[src/rtl/smm_seq_ctrl.sv]
// Bit-serial sign-magnitude MAC sequencer: feeds one weight magnitude bit per cycle to an external multiplier.
// Optional zero-bit skipping (popcount cycles per pair) is enabled by defining SMM_ZERO_SKIP_EN.
module smm_seq_ctrl #(
  parameter int ACC_W = 20
) (
  input  logic             clk,
  input  logic             rst_n,
  input  logic             in_valid,
  output logic             in_ready,
  input  logic [7:0]       in_act,
  input  logic [7:0]       in_weight,
  input  logic             in_last,
  output logic [7:0]       smm_act,
  output logic             smm_weight_bit,
  output logic             smm_weight_sign,
  input  logic [7:0]       smm_product,
  output logic             out_valid,
  input  logic             out_ready,
  output logic [ACC_W-1:0] out_acc
);

  typedef enum logic [1:0] {IDLE = 2'd0, RUN = 2'd1, DONE = 2'd2} state_e;

  state_e           state_q, state_d;
  logic [7:0]       act_q, act_d;
  logic             sign_q, sign_d;
  logic [6:0]       mag_q, mag_d;
  logic             last_q, last_d;
  logic [2:0]       idx_q, idx_d;
  logic [ACC_W-1:0] acc_q, acc_d;

  logic             accept;
  logic             zero_mag;
  logic             run_end;
  logic [2:0]       idx_first;
  logic [2:0]       idx_next;
  logic [ACC_W-1:0] addend;

  assign accept = in_valid && (state_q == IDLE);

`ifdef SMM_ZERO_SKIP_EN
  // Lowest set bit of m at or above position from; bit 3 of the result flags a hit.
  function automatic logic [3:0] first_set(input logic [6:0] m, input logic [3:0] from);
    logic [3:0] r;
    r = 4'd0;
    for (int i = 6; i >= 0; i--) begin
      if (i >= int'(from) && m[i]) r = {1'b1, 3'(i)};
    end
    return r;
  endfunction

  logic [3:0] hit_first;
  logic [3:0] hit_next;

  assign hit_first = first_set(in_weight[6:0], 4'd0);
  assign hit_next  = first_set(mag_q, {1'b0, idx_q} + 4'd1);
  assign zero_mag  = ~hit_first[3];
  assign idx_first = hit_first[2:0];
  assign run_end   = ~hit_next[3];
  assign idx_next  = hit_next[2:0];
`else
  assign zero_mag  = 1'b0;
  assign idx_first = 3'd0;
  assign run_end   = (idx_q == 3'd6);
  assign idx_next  = idx_q + 3'd1;
`endif

  // Multiplier output is trusted as-is, including its -128 wrap.
  assign addend = {{(ACC_W-8){smm_product[7]}}, smm_product} << idx_q;

  always_ff @(posedge clk or negedge rst_n) begin
    if (!rst_n) state_q <= IDLE;
    else        state_q <= state_d;
  end

  always_comb begin
    state_d = state_q;
    unique case (state_q)
      IDLE: if (accept) begin
        if (zero_mag) state_d = in_last ? DONE : IDLE;
        else          state_d = RUN;
      end
      RUN:  if (run_end) state_d = last_q ? DONE : IDLE;
      DONE: if (out_ready) state_d = IDLE;
      default: state_d = IDLE;
    endcase
  end

  always_comb begin
    in_ready       = 1'b0;
    out_valid      = 1'b0;
    smm_weight_bit = 1'b0;
    unique case (state_q)
      IDLE:    in_ready = 1'b1;
      RUN:     smm_weight_bit = mag_q[idx_q];
      DONE:    out_valid = 1'b1;
      default: ;
    endcase
  end

  always_comb begin
    act_d  = act_q;
    sign_d = sign_q;
    mag_d  = mag_q;
    last_d = last_q;
    idx_d  = idx_q;
    acc_d  = acc_q;
    if (accept) begin
      act_d  = in_act;
      sign_d = in_weight[7];
      mag_d  = in_weight[6:0];
      last_d = in_last;
      idx_d  = idx_first;
    end else if (state_q == RUN) begin
      acc_d = acc_q + addend;
      idx_d = idx_next;
    end else if (state_q == DONE && out_ready) begin
      acc_d = '0;
    end
  end

  always_ff @(posedge clk or negedge rst_n) begin
    if (!rst_n) begin
      act_q  <= 8'd0;
      sign_q <= 1'b0;
      mag_q  <= 7'd0;
      last_q <= 1'b0;
      idx_q  <= 3'd0;
      acc_q  <= '0;
    end else begin
      act_q  <= act_d;
      sign_q <= sign_d;
      mag_q  <= mag_d;
      last_q <= last_d;
      idx_q  <= idx_d;
      acc_q  <= acc_d;
    end
  end

  assign smm_act         = act_q;
  assign smm_weight_sign = sign_q;
  assign out_acc         = acc_q;

endmodule
[config.mk]
export PLATFORM = sky130hd
export DESIGN_NAME = smm_seq_ctrl
export DESIGN_NICKNAME = d
export VERILOG_FILES = /design/src/rtl/smm_seq_ctrl.sv
export SDC_FILE = /design/constraint.sdc
export NUM_CORES = 1
export LEC_CHECK = 0
export ABC_AREA = 1
export ABC_CLOCK_PERIOD_IN_PS = 2350
export CORE_MARGIN = 2
export CORE_UTILIZATION = 48
export CTS_CLUSTER_SIZE = 12
export DETAILED_ROUTE_END_ITERATION = 10
export PLACE_DENSITY = 0.78
export SLEW_MARGIN = 25
export SYNTH_ARGS = -nofsm -noshare
export SYNTH_HDL_FRONTEND = slang
export SYNTH_SLANG_ARGS = --single-unit
[constraint.sdc]
create_clock -name clk -period 2.35 [get_ports clk]
set_input_delay 0.47 -clock clk [delete_from_list [all_inputs] [get_ports clk]]
set_output_delay 0.47 -clock clk [all_outputs]
set_load 0.01 [all_outputs]
After elaboration in Yosys (flattened, before gate mapping)
Index checks and enable logic that the tools add are counted.

storage, ports and cells
  register bits after elaboration = 42
  output and inout bits = 32
  logic and storage cells = 39
  bits of input ports = 29

operators by class
  reductions and logical operators = 7
  mux-type cells = 14
  $add $sub $neg = 2
  equal/unequal tests = 6
  order comparisons = 1
  bitwise logic cells = 1
  shift operators = 1

operators by type and width
  kind                   count
  $mux W20               2
  $add A20 B20 Y20       1
  $shl A20 B3 Y20        1
  $mux W2                4
  $mux W3                2
  $ne A2 B2 Y1 const B   3
  $pmux W2 S3            1
  $lt A3 B4 Y1 const B   1
  $mux W1                4
  $reduce_bool A2 Y1     2
  $add A3 B1 Y3 const B  1
  $bmux W1 S3            1
  $eq A3 B3 Y1 const B   1
  $reduce_and A3 Y1      1
  $eq A2 B1 Y1 const B   1
  $eq A2 B2 Y1 const B   1
  $logic_and A1 B1 Y1    2
  $logic_not A2 Y1       1
  $reduce_and A2 Y1      1
  $not A1 Y1             1

Depth between registers and ports, before layout
Gate-level depths: netlist of run 1.

  word-level depth = 4
  mapped depth = 19
  gate-level depth less buffers = 18

Worst setup path after synthesis of run 1
No wires, ideal clock.

  path type = register -> register
  start point = reg idx_q[0]
  end point = reg acc_q[13] (netlist: out_acc[13])
  period minus slack after synthesis = 2268 ps
  cell stages (with the launch flop) = 16
  data required time = 2233 ps
  path buffers = 2
  setup slack = 82 ps
  library setup time = 117 ps
  arrival time = 2150 ps
  cells stage by stage = dfrtp_1 -> buf_4 -> buf_2 -> nand2_1 -> o21ai_0 -> o21ai_0 -> mux2i_1 -> ha_1 -> nand2_2 -> inv_1 -> a21oi_2 -> nor2_1 -> nor2_1 -> nand3b_1 -> nand3_1 -> nand2_1

between the ends
  word-level cells in the longest chain between the ends = 3

ends and longest elaborated chain
  what                    line  source
  start, declared         29    logic [2:0] idx_q, idx_d;
  start signal, assigned  135   idx_q <= idx_d;
  $shl A20 B3 Y20         69    assign addend = {{(ACC_W-8){smm_product[7]}}, smm_product} << idx_q;
  $add A20 B20 Y20        115   acc_d = acc_q + addend;
  $mux W20                114   end else if (state_q == RUN) begin
  end signal, assigned    129   acc_q <= '0;
  end signal, assigned    136   acc_q <= acc_d;
  end, declared           30    logic [ACC_W-1:0] acc_q, acc_d;

Every way passes these cells.
A chain may end at the register's enable or synchronous reset.

Worst setup path in the final report of run 1
Same ends and word-level chain as after synthesis.

==> results.cfg, run 1 <==
[sta]
finalHoldViolations = 0
timing.final.max_slew_violations = 0
worst_slack_ps = -146.1
rsz0062_at_grt = yes
setup_tns_ps = -971.9
finClkSkew_ps = 9.151
fin_crit_ps = 2496
fin_crit_sh_pct = 106.2
fmax_mhz = 400.6
maxSlewHeadroom_pct = 55.40
setup_violations = 11
worstMarginPinSlew_ps = 669.0
hold_ws_ps = 192.3

[final_layout]
multi_input_area_sq_mm = 0.002161
layout_commonest_cell = nand2_1
layout_common_cells = nand2_1 (184), clkdlybuf4s50_1 (53), dfrtp_1 (41), buf_4 (41), inv_1 (36)
nFillCells = 494
syn_to_final_growth_pct = 43.82
seqCellArea_sq_mm = 0.001052
nNetsFinal = 626
n_antenna_cell = 0
drive_gt1_share_pct = 23.09

[clock_network]
numClockSinks = 42
clk-insertion-delay-late_ps = 300
cts_buffers = 5
cts_root_buf = clkbuf_8
cts_tree = done
path_clk_slew_ps = 90
clockBufferDepth = 2
cts_max_level = 2

[yosys]
syn-instance-count = 475
netlist_area_sq_mm = 0.003178
yosysSeqAreaShare_pct = 33.07
synth_ff_type = dfrtp_1
yosys.area.top_type = dfrtp_1
ys_async_sr_fraction_pct = 100.0
synth.distinct_cells = 37
synth_top_area_share_pct = 33.07
syn_avg_cell_area_sq_um = 6.691
synth_top_cells_by_area = dfrtp_1 (33%), nand2_1 (23%), ha_1 (8.3%), o21ai_0 (5.0%), inv_1 (5.0%)
ys_warn_count = 0
ys_ff_latch = 42
synth_fp_nets = 526
synth-edff-count = 0

[detailed_routing]
drc = 0
drt-met1-wl_microns = 3888
via_per_inst = 5.481
vias = 3579
postRouteAntennaNets = 0
first_pass_iters = 5
highest-signal-layer = met4
drt_iter0_markers = 169
wl_per_cell_microns = 14.73
wl_met2_microns = 4790
routed-wl-met3_microns = 632
wl_microns = 9619

[worst_hold_path]
hp-class = primary input to async pin

[setup_path]
slowest_delay_ps = 480
crit_chain = buf_12, buf_4, nor3_4, o21ai_1, o21ai_1, ha_1, nand2_1, nand2_2, a21oi_4, nor2_1, nor2_1, nand3b_1, nand3_1, nand2_1
slowest_stage = dfrtp_2
critical_path_class = flip-flop to flip-flop
cp_top_family = simple AND/OR/NAND/NOR gates
crit_required_ps = 2550
crit_path_max_fanout = 6
r2r-start = idx_q[0]$_DFFE_PN0P_
cp.arrival_ps = 2700
crit_buf_inv = 2
worstSetupEndpointType = flip-flop
crit_path_start = idx_q[0]$_DFFE_PN0P_
crit_path_start_kind = flip-flop

[outcome]
status = complete, but fails checks
violations = setup timing

[floorplan]
rows = 29
initial_core_util_pct = 49.76
die_h_microns = 85.37
dieArea_sq_mm = 0.007288
io_pins = 61
fp.dieW_microns = 85.37
coreArea_sq_mm = 0.006386

[global_routing]
grtUsageTotal_pct = 25.67
grt_overflow = 0
grt_pass1_wl_microns = 15080
grt_max_degree = 29
grt_pass1_vias = 3520
grt_antenna_before_repair = 0

[run]
maxCapViolCount = 0

[place]
dp_hpwl_microns = 6580
port_buffers = 60
gp_congestion = 0.9432
[sequential cells by signal, indices dropped and copies added, names as in the netlist]
signal,flops
smm_weight_sign,1
idx_q,3
state_q,2
smm_act,8
out_acc,20
last_q,1
mag_q,7
[cell usage after synthesis (2+ instances only)]
cell	number
nand2_1	198
dfrtp_1	42
ha_1	21
nor2_2	4
o22ai_1	2
nor2_1	32
nand4_1	2
buf_4	2
nor2_4	2
xnor2_1	5
or2_2	2
a21oi_2	2
a21oi_1	16
inv_2	4
o21ai_0	32
nand3b_1	6
nand3_1	23
nor3_1	5
o21ai_1	3
a22o_1	2
nand2_2	4
a32o_1	2
buf_2	7
nand3_2	3
inv_1	42
[cells by family (layout without fill, tap and decap cells)]
kind of cell | after synthesis | count (layout) | synth area share [%]
flip-flops | 42 | 42 | 33.07
AND/OR/NAND/NOR | 283 | 283 | 37.40
multiplexers | 1 | 1 | 0.3150
XOR/XNOR | 6 | 6 | 1.654
adder cells (fa/ha/maj) | 22 | 22 | 8.898
buffers and inverters | 58 | 159 | 7.598
AO/OA/AOI/OAI | 63 | 63 | 11.06
[through the flow]
step           util [%]  worst slack, ps  cells  area, sq um
3_3_place_gp      63.46           -587.7    634         4053
3_5_place_dp      63.46           -616.7    634         4053
6_report          71.57           -146.1    653         4571
2_1_floorplan         -            82.38    475         3178
4_1_cts           67.89            4.277    649         4335
5_1_grt           71.57           -270.8    653         4571
[final cells by class]
cell class                      instances  area share [%]
Sequential cell                        42           23.02
Clock buffer                            6           1.588
Clock inverter                          2          0.8212
Tap cell                               77           2.108
Multi-Input combinational cell        375           47.28
Timing Repair Buffer                  104           21.13
Inverter                               47           4.051
[what timing repair did]
action / 4_1_cts / 5_1_grt
resized for setup: 47 / 57
pin swaps: 19 / 31
setup endpoints to repair: 17 / 17
hold buffers: 0 / 0
cloned: 0 / 1
buffers inserted: 7 / 3
[worst reg2reg max path, stage by stage (launching register included)]
cell	delay, ps
dfrtp_2	480
buf_12	160
buf_4	140
nor3_4	210
o21ai_1	110
o21ai_1	130
ha_1	340
nand2_1	130
nand2_2	80
a21oi_4	170
nor2_1	90
nor2_1	130
nand3b_1	90
nand3_1	80
nand2_1	50
[routing by layer]
metal  global-route usage [%]  up-vias
met2                    45.38      153
met4                    9.380        0
met3                    5.642       37
met5                        0        -
li1                         -     1721
met1                    30.43     1668
[final timing paths]
| kind | endpoint | slack (ps) | cells after the start |
|---|---|---|---|
| max in group asynchronous | smm_act[1]$_DFFE_PN0P_ | 1570 | 2 |
| min in group clk | mag_q[0]$_DFFE_PN0P_ | 480 | 2 |
| worst max register to register | out_acc[13]$_DFFE_PN0P_ | -150 | 14 |
| worst min register to register | mag_q[0]$_DFFE_PN0P_ | 480 | 2 |
| worst min-delay path | out_acc[1]$_DFFE_PN0P_ | 190 | 1 |
| worst max-delay path | out_acc[13]$_DFFE_PN0P_ | -150 | 14 |
Power of run 1 is not shown: default switching activity piles up to over one toggle a cycle in this logic, so the estimate is an artifact.
==> run 2: changes to the inputs <==
CAP_MARGIN = 20   (was unset)
==> results of run 2 <==
No change in the layout: final DEF, timing and power equal those of run 1.
Power of run 2 is left out for the same reason.
==> run 3: changes to the inputs <==
ABC_CLOCK_PERIOD_IN_PS = unset   (was 2350)
==> results of run 3 <==
No change in the layout: final DEF, timing and power equal those of run 1.
Power of run 3 is left out for the same reason.
